## src/rtl/p4_router_pkg.sv

```systemverilog
// Shared P4 router definitions.
// IPv4 header geometry and word access.
package p4_router_pkg;

  localparam int IPV4_HEADER_BYTES  = 20;
  localparam int IPV4_HEADER_BITS   = 160;
  localparam int IPV4_CHECKSUM_BITS = 16;
  localparam int IPV4_CHECKSUM_MSB  = 79;

  typedef logic [IPV4_HEADER_BITS-1:0] ipv4_hdr_t;

  // Word i in network order; word 5 is the checksum field.
  function automatic logic [15:0] hdr_word(
    input ipv4_hdr_t h,
    input int unsigned i
  );
    return h[159-16*i -: 16];
  endfunction

endpackage

```

## src/rtl/ones_comp_fold.sv

```systemverilog
// Folds a 20-bit word sum into a 16-bit
// ones'-complement sum (two end-around steps).
module ones_comp_fold (
  input  logic [19:0] sum_i,
  output logic [15:0] fold_o
);

  logic [16:0] a;

  // Second step cannot carry: a is at most 0xFFFF+0xF.
  assign a      = {1'b0, sum_i[15:0]} + {13'd0, sum_i[19:16]};
  assign fold_o = a[15:0] + {15'd0, a[16]};

endmodule

```

## src/rtl/ipv4_checksum_engine.sv

```systemverilog
// Three-stage IPv4 header checksum generate/verify
// responder with optional global-stall backpressure.
module ipv4_checksum_engine
  import p4_router_pkg::*;
#(
  parameter int USER_BITS          = 8,
  parameter int ALLOW_BACKPRESSURE = 0,
  parameter int CNT_BITS           = 32
) (
  input  logic                 clk,
  input  logic                 sreset,
  input  logic                 in_tvalid,
  output logic                 in_tready,
  input  logic [159:0]         in_tdata,
  input  logic [USER_BITS-1:0] in_tuser,
  output logic                 out_tvalid,
  input  logic                 out_tready,
  output logic [15:0]          out_checksum,
  output logic                 out_chk_ok,
  output logic [USER_BITS-1:0] out_tuser,
  output logic [CNT_BITS-1:0]  hdr_count,
  output logic [CNT_BITS-1:0]  bad_count
);

  localparam bit BP = (ALLOW_BACKPRESSURE != 0);

  logic                 adv;
  logic                 s1_vld_q;
  logic [16:0]          gen_d [5];
  logic [16:0]          ver_d [5];
  logic [16:0]          gen_q [5];
  logic [16:0]          ver_q [5];
  logic [USER_BITS-1:0] s1_user_q;
  logic                 s2_vld_q;
  logic [19:0]          s2_gen_d, s2_ver_d;
  logic [19:0]          s2_gen_q, s2_ver_q;
  logic [USER_BITS-1:0] s2_user_q;
  logic [15:0]          fold_gen, fold_ver;
  logic                 out_vld_q;
  logic [15:0]          out_cks_q;
  logic                 out_ok_q;
  logic [USER_BITS-1:0] out_user_q;
  logic [CNT_BITS-1:0]  hdr_q, hdr_d;
  logic [CNT_BITS-1:0]  bad_q, bad_d;
  logic                 done;

  assign adv       = BP ? (!out_vld_q || out_tready) : 1'b1;
  assign in_tready = BP ? (adv && !sreset) : 1'b1;

  // S1 pair sums; the gen path sees the checksum word as zero.
  always_comb begin
    for (int k = 0; k < 5; k++) begin
      gen_d[k] = {1'b0, hdr_word(in_tdata, 2*k)}
               + {1'b0, (k == 2) ? 16'h0000
                                 : hdr_word(in_tdata, 2*k+1)};
      ver_d[k] = {1'b0, hdr_word(in_tdata, 2*k)}
               + {1'b0, hdr_word(in_tdata, 2*k+1)};
    end
  end

  // S2 adder tree input: five zero-extended pair sums per path.
  always_comb begin
    s2_gen_d = 20'd0;
    s2_ver_d = 20'd0;
    for (int k = 0; k < 5; k++) begin
      s2_gen_d = s2_gen_d + {3'd0, gen_q[k]};
      s2_ver_d = s2_ver_d + {3'd0, ver_q[k]};
    end
  end

  ones_comp_fold u_fold_gen (
    .sum_i  (s2_gen_q),
    .fold_o (fold_gen)
  );

  ones_comp_fold u_fold_ver (
    .sum_i  (s2_ver_q),
    .fold_o (fold_ver)
  );

  // Pipeline registers; everything advances together on adv.
  always_ff @(posedge clk) begin
    if (sreset) begin
      s1_vld_q   <= 1'b0;
      s2_vld_q   <= 1'b0;
      out_vld_q  <= 1'b0;
      out_cks_q  <= '0;
      out_ok_q   <= 1'b0;
      out_user_q <= '0;
    end else if (adv) begin
      s1_vld_q   <= in_tvalid && in_tready;
      gen_q      <= gen_d;
      ver_q      <= ver_d;
      s1_user_q  <= in_tuser;
      s2_vld_q   <= s1_vld_q;
      s2_gen_q   <= s2_gen_d;
      s2_ver_q   <= s2_ver_d;
      s2_user_q  <= s1_user_q;
      out_vld_q  <= s2_vld_q;
      out_cks_q  <= ~fold_gen;
      out_ok_q   <= (fold_ver == 16'hFFFF);
      out_user_q <= s2_user_q;
    end
  end

  assign done  = out_vld_q && (out_tready || !BP);
  assign hdr_d = (&hdr_q) ? hdr_q : hdr_q + 1'b1;
  assign bad_d = (&bad_q) ? bad_q : bad_q + 1'b1;

  // Saturating completion and bad-checksum counters.
  always_ff @(posedge clk) begin
    if (sreset) begin
      hdr_q <= '0;
      bad_q <= '0;
    end else if (done) begin
      hdr_q <= hdr_d;
      if (!out_ok_q) bad_q <= bad_d;
    end
  end

  assign out_tvalid   = out_vld_q;
  assign out_checksum = out_cks_q;
  assign out_chk_ok   = out_ok_q;
  assign out_tuser    = out_user_q;
  assign hdr_count    = hdr_q;
  assign bad_count    = bad_q;

endmodule
```

## config.mk

```make
export PLATFORM = sky130hd
export DESIGN_NAME = ipv4_checksum_engine
export DESIGN_NICKNAME = d
export VERILOG_FILES = /design/src/rtl/p4_router_pkg.sv /design/src/rtl/ones_comp_fold.sv /design/src/rtl/ipv4_checksum_engine.sv
export SDC_FILE = /design/constraint.sdc
export NUM_CORES = 1
export LEC_CHECK = 0
export CORE_ASPECT_RATIO = 0.8
export CORE_MARGIN = 2
export CORE_UTILIZATION = 50
export DETAILED_ROUTE_END_ITERATION = 8
export GPL_ROUTABILITY_DRIVEN = 1
export PLACE_DENSITY = 0.81
export SYNTH_ARGS = -nofsm -noshare
export SYNTH_HDL_FRONTEND = slang
export SYNTH_SLANG_ARGS = --single-unit
```

## constraint.sdc

```tcl
create_clock -name clk -period 4.8 [get_ports clk]
set_input_delay 0.96 -clock clk [delete_from_list [all_inputs] [get_ports clk]]
set_output_delay 0.96 -clock clk [all_outputs]
set_load 0.02 [all_outputs]
```

# After elaboration in Yosys (flattened, before gate mapping)
# Index checks and enable logic that the tools add are counted.
[word_totals] wordCells=45 mem_bits_rw=0 regBits=249 latch_bits=0 rom_bits=0 mem_count=0
[classes] bitwise_logic=4 shift=0 reduce_logical=4 order_cmp=0 addsub=18 multipliers=0 n_eq_ne=1 n_mux=0 div_mod_pow=0
[ops] operator="adder 16 x 16 -> 17 bit" count=5
[ops] operator="adder 32 x 1 -> 32 bit (second input constant)" count=2
[ops] operator="AND reduction 32 bit" count=2
[ops] operator="adder 19 x 17 -> 20 bit" count=2
[ops] operator="adder 20 x 17 -> 20 bit" count=2
[ops] operator="adder 16 x 4 -> 17 bit" count=2
[ops] operator="adder 16 x 1 -> 16 bit" count=2
[ops] operator="adder 18 x 16 -> 19 bit" count=1
[ops] operator="adder 18 x 17 -> 19 bit" count=1
[ops] operator="adder 17 x 17 -> 18 bit" count=1
[ops] operator="equality test 16 bit (second input constant)" count=1
[ops] operator="NOT 16 bit" count=1
[ops] operator="NOT 1 bit" count=3
[ops] operator="AND reduction 3 bit" count=1
[ops] operator="AND reduction 2 bit" count=1

# Logic depth before layout (Yosys ltp)
# Gate-level depths: netlist (run 1).
[logic_depth] depth_word=4 depth_mapped=19 ltp_nobuf=19

# By module
# Synthesis (run 1) repeated with hierarchy kept, for this count alone.
[unflattened] hier_cells=1707 hier_area_um2=17549.3
[modules_own_cells] mod="ipv4_checksum_engine" cells_each=1463 seq_area_each_um2=6556.3 area_each_um2=15672.5 instances=1
[modules_own_cells] mod="ones_comp_fold" cells_each=122 seq_area_each_um2=0.0 area_each_um2=938.4 instances=2

# Least setup slack after synthesis (run 1)
# Ideal clock, no wire load.
[synth_timing] path_type="in2reg" start="input sreset" end="register gen_q[34] in the netlist's numbering (enable)" setup_time_ns=0.509 cell_stages=2 arrival_time_ns=4.183 setup_slack_ns=0.108 required_time_ns=4.291 path_buffers=1 cell_sequence="clkbuf_1 -> inv_1"
[synth_lines] element="start: declaration" line="ipv4_checksum_engine.sv:11" source="input logic sreset,"
[synth_lines] element="end signal: assignment" line="ipv4_checksum_engine.sv:92" source="gen_q <= gen_d;"
[synth_lines] element="end: declaration" line="ipv4_checksum_engine.sv:31" source="logic [16:0] gen_q [5];"
# No word-level cell between the ends.

# Final worst setup path (run 1)
[layout_timing] start="register ver_q[51] in the netlist's numbering" end="register s2_ver_q[18], data pin"
[layout_between] elab_chain_cells=4
[layout_rtl] element="start: declaration" line="ipv4_checksum_engine.sv:32" source="logic [16:0] ver_q [5];"
[layout_rtl] element="start signal: assignment" line="ipv4_checksum_engine.sv:93" source="ver_q <= ver_d;"
[layout_rtl] element="adder 17 x 17 -> 18 bit" line="ipv4_checksum_engine.sv:67" source="s2_ver_d = s2_ver_d + {3'd0, ver_q[k]};"
[layout_rtl] element="adder 18 x 17 -> 19 bit" line="ipv4_checksum_engine.sv:67"
[layout_rtl] element="adder 19 x 17 -> 20 bit" line="ipv4_checksum_engine.sv:67"
[layout_rtl] element="adder 20 x 17 -> 20 bit" line="ipv4_checksum_engine.sv:67"
[layout_rtl] element="via s2_ver_d[18]" line="ipv4_checksum_engine.sv:35" source="logic [19:0] s2_gen_d, s2_ver_d;"
[layout_rtl] element="end signal: assignment" line="ipv4_checksum_engine.sv:97" source="s2_ver_q <= s2_ver_d;"
[layout_rtl] element="end: declaration" line="ipv4_checksum_engine.sv:36" source="logic [19:0] s2_gen_q, s2_ver_q;"
# The timed path passes the listed nets, and every way through them passes these cells.
# A chain may end at the register's enable or synchronous reset.

==> summary.md, run 1 <==
| Metric | Value |
|---|---|
| 1st-pass router iterations | 5 |
| Via-to-Cell Ratio | 5.58 |
| CTS Buffer Depth | 3 |
| Final Routed Wirelength | 38,600 µm |
| Worst Setup End Kind | flip-flop |
| Final Wtd Congestion | 0.884 |
| Worst min path class | flip-flop to flip-flop |
| Max Slew Vio Count | 0 |
| Clk slew on worst S/H paths | 0.06 ns |
| Post-synth top flop | edfxtp_1 |
| Post-layout util | 63.3% |
| Die width | 206 µm |
| First-pass GRT wire length | 60,800 µm |
| Pleak | 0.00787 µW |
| Post-synthesis cell area | 16,300 µm² |
| Drc violations | 0 |
| Diodes inserted | 0 |
| Drt wl/cell | 17.2 µm |
| Worst vdd ir | 0.498 mV |
| Die area | 34,000 µm² |
| PD cells | 609 nW/µm² |
| Final period util | 97.1% |
| Share of the yosys chip area belonging to registers | 40.3% |
| Number of cells after detailed placement | 2,192 |
| Critical path type | flip-flop to flip-flop |
| Post-synth ARST share | 0% |
| Port Buffers | 260 |
| Cells after Synth | 1,510 |
| HPWL Detailed | 30,300 µm |
| Fin Clk Skew | 0.0184 ns |
| Worst slew margin | 27.6% |
| Core area | 32,300 µm² |
| Total gr overflow | 0 |
| Share of cells above drive strength 1 | 6.49% |
| Site Rows | 59 |
| Initial antenna violation count | 1 |
| Distinct cells, synth | 83 |
| R2R Setup Slk | 0.14 ns |
| CTS tree | yes |
| Routed Antenna Nets | 0 |
| Worst-path fanout max | 4 |
| Yosys warning count | 0 |
| Tmin final | 4.66 ns |
| CTS buffer count | 28 |
| Max-cap violations | 0 |
| Initial Util | 50.5% |
| Clk sinks | 249 |
| Final nets | 2,193 |
| Fin cells | 2,244 |
| Fin. Hold Viols | 0 |
| Largest net degree at the start of global routing | 117 |
| Post-synth EDFFs | 157 |
| Final setup viols | 0 |
| Total power | 12,400 µW |
| Synth Area per Inst | 10.8 µm² |
| FMAX | 0.215 GHz |
| CTS root buf | clkbuf_16 |
| Worst EP arrival | 4.95 ns |
| 1st-iter DRT viols | 822 |
| Critical path launch point type | flip-flop |
| Die span in y | 165 µm |
| Via count | 12,500 |
| Layout area overhead | 25.4% |
| CP Data Required Time | 5.09 ns |
| Number of synthesized register bits | 249 |
| Overall routing resource usage | 22.4% |
| I/O pins | 263 |
| Status | completed |
| Vias in the first global route | 12,400 |
| Clk_lat worst skew | 0.56 ns |
| Syn nets | 1,907 |
| H-tree levels | 1 |
| Worst Tran Pin Value | 1.09 ns |
==> state kept, by name, indices dropped and copies added, names as in the netlist <==
signal        cells
gen_q            16
s1_vld_q          1
ver_q            85
out_checksum     16
out_tuser         8
s2_gen_q         20
out_chk_ok        1
hdr_count        32
s2_ver_q         20
s2_vld_q          1
bad_count        32
out_tvalid        1
s1_user_q         8
s2_user_q         8
==> synthesized netlist by cell type (all sizes together), types with 24 or more instances <==
cell type,instances,area (µm²)
a21o,34,257
a21oi,91,474
dfxtp,92,1840
edfxtp,157,4710
fa,75,1500
ha,150,1880
inv,72,270
nand2,69,262
nand3,64,320
nand4,24,156
nor2,136,513
nor2b,24,150
nor3,34,170
o21a,27,203
o21ai,51,255
xnor2,112,981
xor2,67,587
==> cell families after synthesis <==
group / count (synthesis) / share of synthesized area, %
AO/OA/AOI/OAI: 306 / 12.5
XOR/XNOR: 179 / 9.63
adder cells (fa/ha/maj): 225 / 20.8
buffers and inverters: 88 / 2.15
flip-flops: 249 / 40.3
multiplexers: 4 / 0.254
other: 1 / 0.0230
AND/OR/NAND/NOR: 458 / 14.4
==> power breakdown <==
| part | internal, µW | total (µW) | switching (µW) |
|---|---|---|---|
| Combinational | 3280 | 7130 | 3860 |
| Sequential | 3050 | 3330 | 277 |
| Clock | 1100 | 1970 | 876 |
| Total | 7430 | 12400 | 5010 |
==> worst paths after layout <==
path / startpoint / to / cells past startpoint
worst max-delay path: ver_q[51] / s2_ver_q[18] / 19
worst min-delay path: s1_user_q[7] / s2_user_q[7] / 0
worst max register to register: ver_q[51] / s2_ver_q[18] / 19
worst min register to register: s1_user_q[7] / s2_user_q[7] / 0
==> worst max-delay path: stages, from the launching register on <==
cell	delay (ns)
edfxtp_1	0.38
ha_1	0.25
fa_2	0.36
a21o_1	0.20
a21oi_2	0.16
o21bai_1	0.10
a31o_2	0.31
a211oi_2	0.19
buf_4	0.15
nor2_1	0.06
xor2_2	0.19
fa_1	0.61
ha_4	0.24
a21o_1	0.20
or3_1	0.31
o221a_2	0.26
nand4_1	0.10
nand4b_1	0.09
a21oi_1	0.18
xnor2_1	0.08
==> cell type report <==
type | count | area [µm²]
clock buffer | 34 | 744
clock inverter | 17 | 95.1
fill | 2497 | 11800
inverter | 72 | 275
multi-input combinational | 1173 | 9520
sequential | 249 | 6560
tap | 427 | 534
timing repair buffer | 272 | 2690
==> cells in the final DEF, fill, tap and decap left out, drive strengths merged, types with 51 or more instances in the layout <==
cell	count
nand2	69
dfxtp	92
clkdlybuf4s50	259
nand3	64
xor2	67
ha	150
fa	75
a21oi	91
edfxtp	157
xnor2	112
inv	72
nor2	136
o21ai	51
==> what timing repair did <==
item	in CTS	in global routing
setup buffers	0	1
pin swaps	0	6
setup endpoints to repair	2	11
hold buffers	0	0
hold endpoints to repair	0	0
resized for setup	3	22
==> through the flow <==
step                      area (µm²)  setup WS, ns  hold WS [ns]  TNS [ns]
final                          20400         0.140         0.419         0
after detailed placement       19400       -0.0799         0.405   -0.0799
after floorplan                16300         0.108         0.400         0
after CTS                      20300      0.000161         0.418         0
after global placement         19400        0.0541         0.403         0
after global routing           20400       -0.0329         0.428   -0.0464
==> per-layer routing <==
metal	up-vias	routed length [µm]	GRT usage, %	share of wire, %
li1	6068	-	-	-
met1	5936	16600	29.5	43
met2	434	18300	38.6	47
met3	71	2710	3.61	7.0
met4	2	998	5.98	2.6
met5	-	11	0	0.029
Note: power is estimated with default switching activity, not from simulation.
==> inputs of run 2 (changes only) <==
- ABC_CLOCK_PERIOD_IN_PS: unset -> 4800
- CAP_MARGIN: unset -> 25
==> run 2 against run 1 <==
Cell count hardly changed. Register-to-register slack better by 0.03 ns. Maximum frequency is 0.73% higher. Clock skew is 0.0028 ns lower. Wire length is 0.15% higher. Flip-flop and latch count stayed put. Utilization is 0.085 points higher. Largest power group unchanged. Highest routed layer unchanged. Worst hold slack worse by 0.0011 ns. Global-route usage stayed put.
==> summary.md, run 2 (synthesis results as in run 1) <==
| Metric | Value |
|---|---|
| Final Cell Area | 20,400 µm² |
| Die span in y | 165 µm |
| Setup crit end | s2_gen_q[19] |
| Fin. Hold Viols | 0 |
| CTS tree | yes |
| Die width | 206 µm |
| Worst reg2reg path endpoint | s2_gen_q[19] |
| Drt wl/cell | 17.2 µm |
| Worst slack, placed | -0.0799 ns |
| Worst min path class | flip-flop to flip-flop |
| R2r worst-path depth | 17 |
| Post-layout util | 63.4% |
| Worst Tran Pin Value | 0.985 ns |
| 1st-pass router iterations | 5 |
| Share of cells above drive strength 1 | 6.55% |
| Total power | 12,400 µW |
| Port Buffers | 260 |
| Total gr overflow | 0 |
| Commonest non-fill, non-tap cell in the layout | clkdlybuf4s50_1 |
| Die area | 34,000 µm² |
| Critical path type | flip-flop to flip-flop |
| Overall routing resource usage | 22.4% |
| CTS root buf | clkbuf_16 |
| CP Launch Point | ver_q[51] |
| Max Slew Vio Count | 0 |
| Worst Setup End Kind | flip-flop |
| Worst EP arrival | 4.92 ns |
| Pleak | 0.00788 µW |
| Max FFs per register | 85 |
| Fin Clk Skew | 0.0156 ns |
| Largest net degree at the start of global routing | 117 |
| H-tree levels | 1 |
| Tmin final | 4.63 ns |
| Final Wtd Congestion | 0.884 |
| Diodes inserted | 0 |
| Core area | 32,300 µm² |
| Worst slew margin | 33.8% |
| Worst vdd ir | 0.504 mV |
| Vias in the first global route | 12,400 |
| Worst-path fanout max | 6 |
| HPWL Detailed | 30,300 µm |
| Layout area overhead | 25.5% |
| PD cells | 609 nW/µm² |
| Final Routed Wirelength | 38,600 µm |
| Clk sinks | 249 |
| Critical path launch point type | flip-flop |
| Via-to-Cell Ratio | 5.57 |
| R2R Setup Slk | 0.17 ns |
| 1st-iter DRT viols | 800 |
| Final setup margin | 0.174 ns |
| FMAX | 0.216 GHz |
| Status | completed |
| Clk slew on worst S/H paths | 0.06 ns |
| First-pass GRT wire length | 60,800 µm |
| FF-to-FF Start | ver_q[51] |
| Initial Util | 50.5% |
| CTS Buffer Depth | 3 |
| Clk_lat worst skew | 0.55 ns |
| CTS buffer count | 28 |
| I/O pins | 263 |
| Drc violations | 0 |
| Via count | 12,500 |
| Routed Antenna Nets | 0 |
| Top reg by flops | ver_q |
| Most frequent cells in the layout | clkdlybuf4s50_1 (259), edfxtp_1 (157), ha_1 (145) |
| Final period util | 96.4% |
| DP Area | 19,400 µm² |
| CP Data Required Time | 5.10 ns |
| Site Rows | 59 |
| Final setup viols | 0 |
| Initial antenna violation count | 1 |
| Max-cap violations | 0 |
| Final nets | 2,194 |
run 2: cell types whose count changed in the layout (fill, tap and decap cells not counted):
cell and delta:
buf_16 +1
run 2: final cells by class:
| class | count | area, µm² |
|---|---|---|
| Sequential cell | 249 | 6560 |
| Tap cell | 427 | 534 |
| Multi-Input combinational cell | 1173 | 9520 |
| Clock inverter | 17 | 95.1 |
| Timing Repair Buffer | 273 | 2720 |
| Clock buffer | 34 | 744 |
| Inverter | 72 | 275 |
| Fill cell | 2496 | 11800 |
run 2: power by group:
| part | leakage (µW) | switching, µW | internal (µW) | total [µW] |
|---|---|---|---|---|
| combinational | 0.00521 | 3870 | 3280 | 7150 |
| clock | 0.000390 | 870 | 1100 | 1970 |
| sequential | 0.00229 | 277 | 3050 | 3330 |
run 2: worst min-delay path by stage:
stage                            start            to  slack (ns)  depth (start not counted)
after floorplan           s1_user_q[0]  s2_user_q[0]        0.40                          0
after global placement    s1_user_q[0]  s2_user_q[0]        0.40                          0
after detailed placement  s1_user_q[7]  s2_user_q[7]        0.40                          0
after CTS                 s1_user_q[7]  s2_user_q[7]        0.42                          0
after global routing      s1_user_q[0]  s2_user_q[0]        0.43                          0
final                     s1_user_q[7]  s2_user_q[7]        0.42                          0
run 2: worst max-delay path, stage by stage (launching register included):
cell	delay [ns]
edfxtp_1	0.38
ha_1	0.24
fa_2	0.36
a21o_1	0.20
a21oi_2	0.15
o21bai_1	0.10
a31o_2	0.30
a211oi_2	0.26
xnor2_2	0.14
fa_1	0.58
ha_2	0.32
nand3_1	0.13
nand2_1	0.10
o41a_1	0.41
o31a_1	0.29
o21ai_2	0.14
a21oi_1	0.10
o21a_1	0.17
run 2: stage by stage:
stage | TNS, ns | instances | hold WS, ns
6_report | 0 | 2245 | 0.418
5_1_grt | -0.0464 | 2245 | 0.428
4_1_cts | 0 | 2243 | 0.418
3_5_place_dp | -0.0799 | 2192 | 0.405
3_3_place_gp | 0 | 2192 | 0.403
2_1_floorplan | 0 | 1510 | 0.400
run 2: repair_timing:
action                     in CTS  in global routing
resized for setup               3                 22
setup buffers                   0                  1
hold buffers                    0                  0
gates cloned                    0                  0
setup endpoints to repair       2                 11
pin swaps                       0                  6
run 2: routing by layer:
layer	global-route usage, %	wire length, µm
met5	0	11
met4	5.98	981
met3	3.61	2620
met2	38.6	18300
met1	29.5	16700
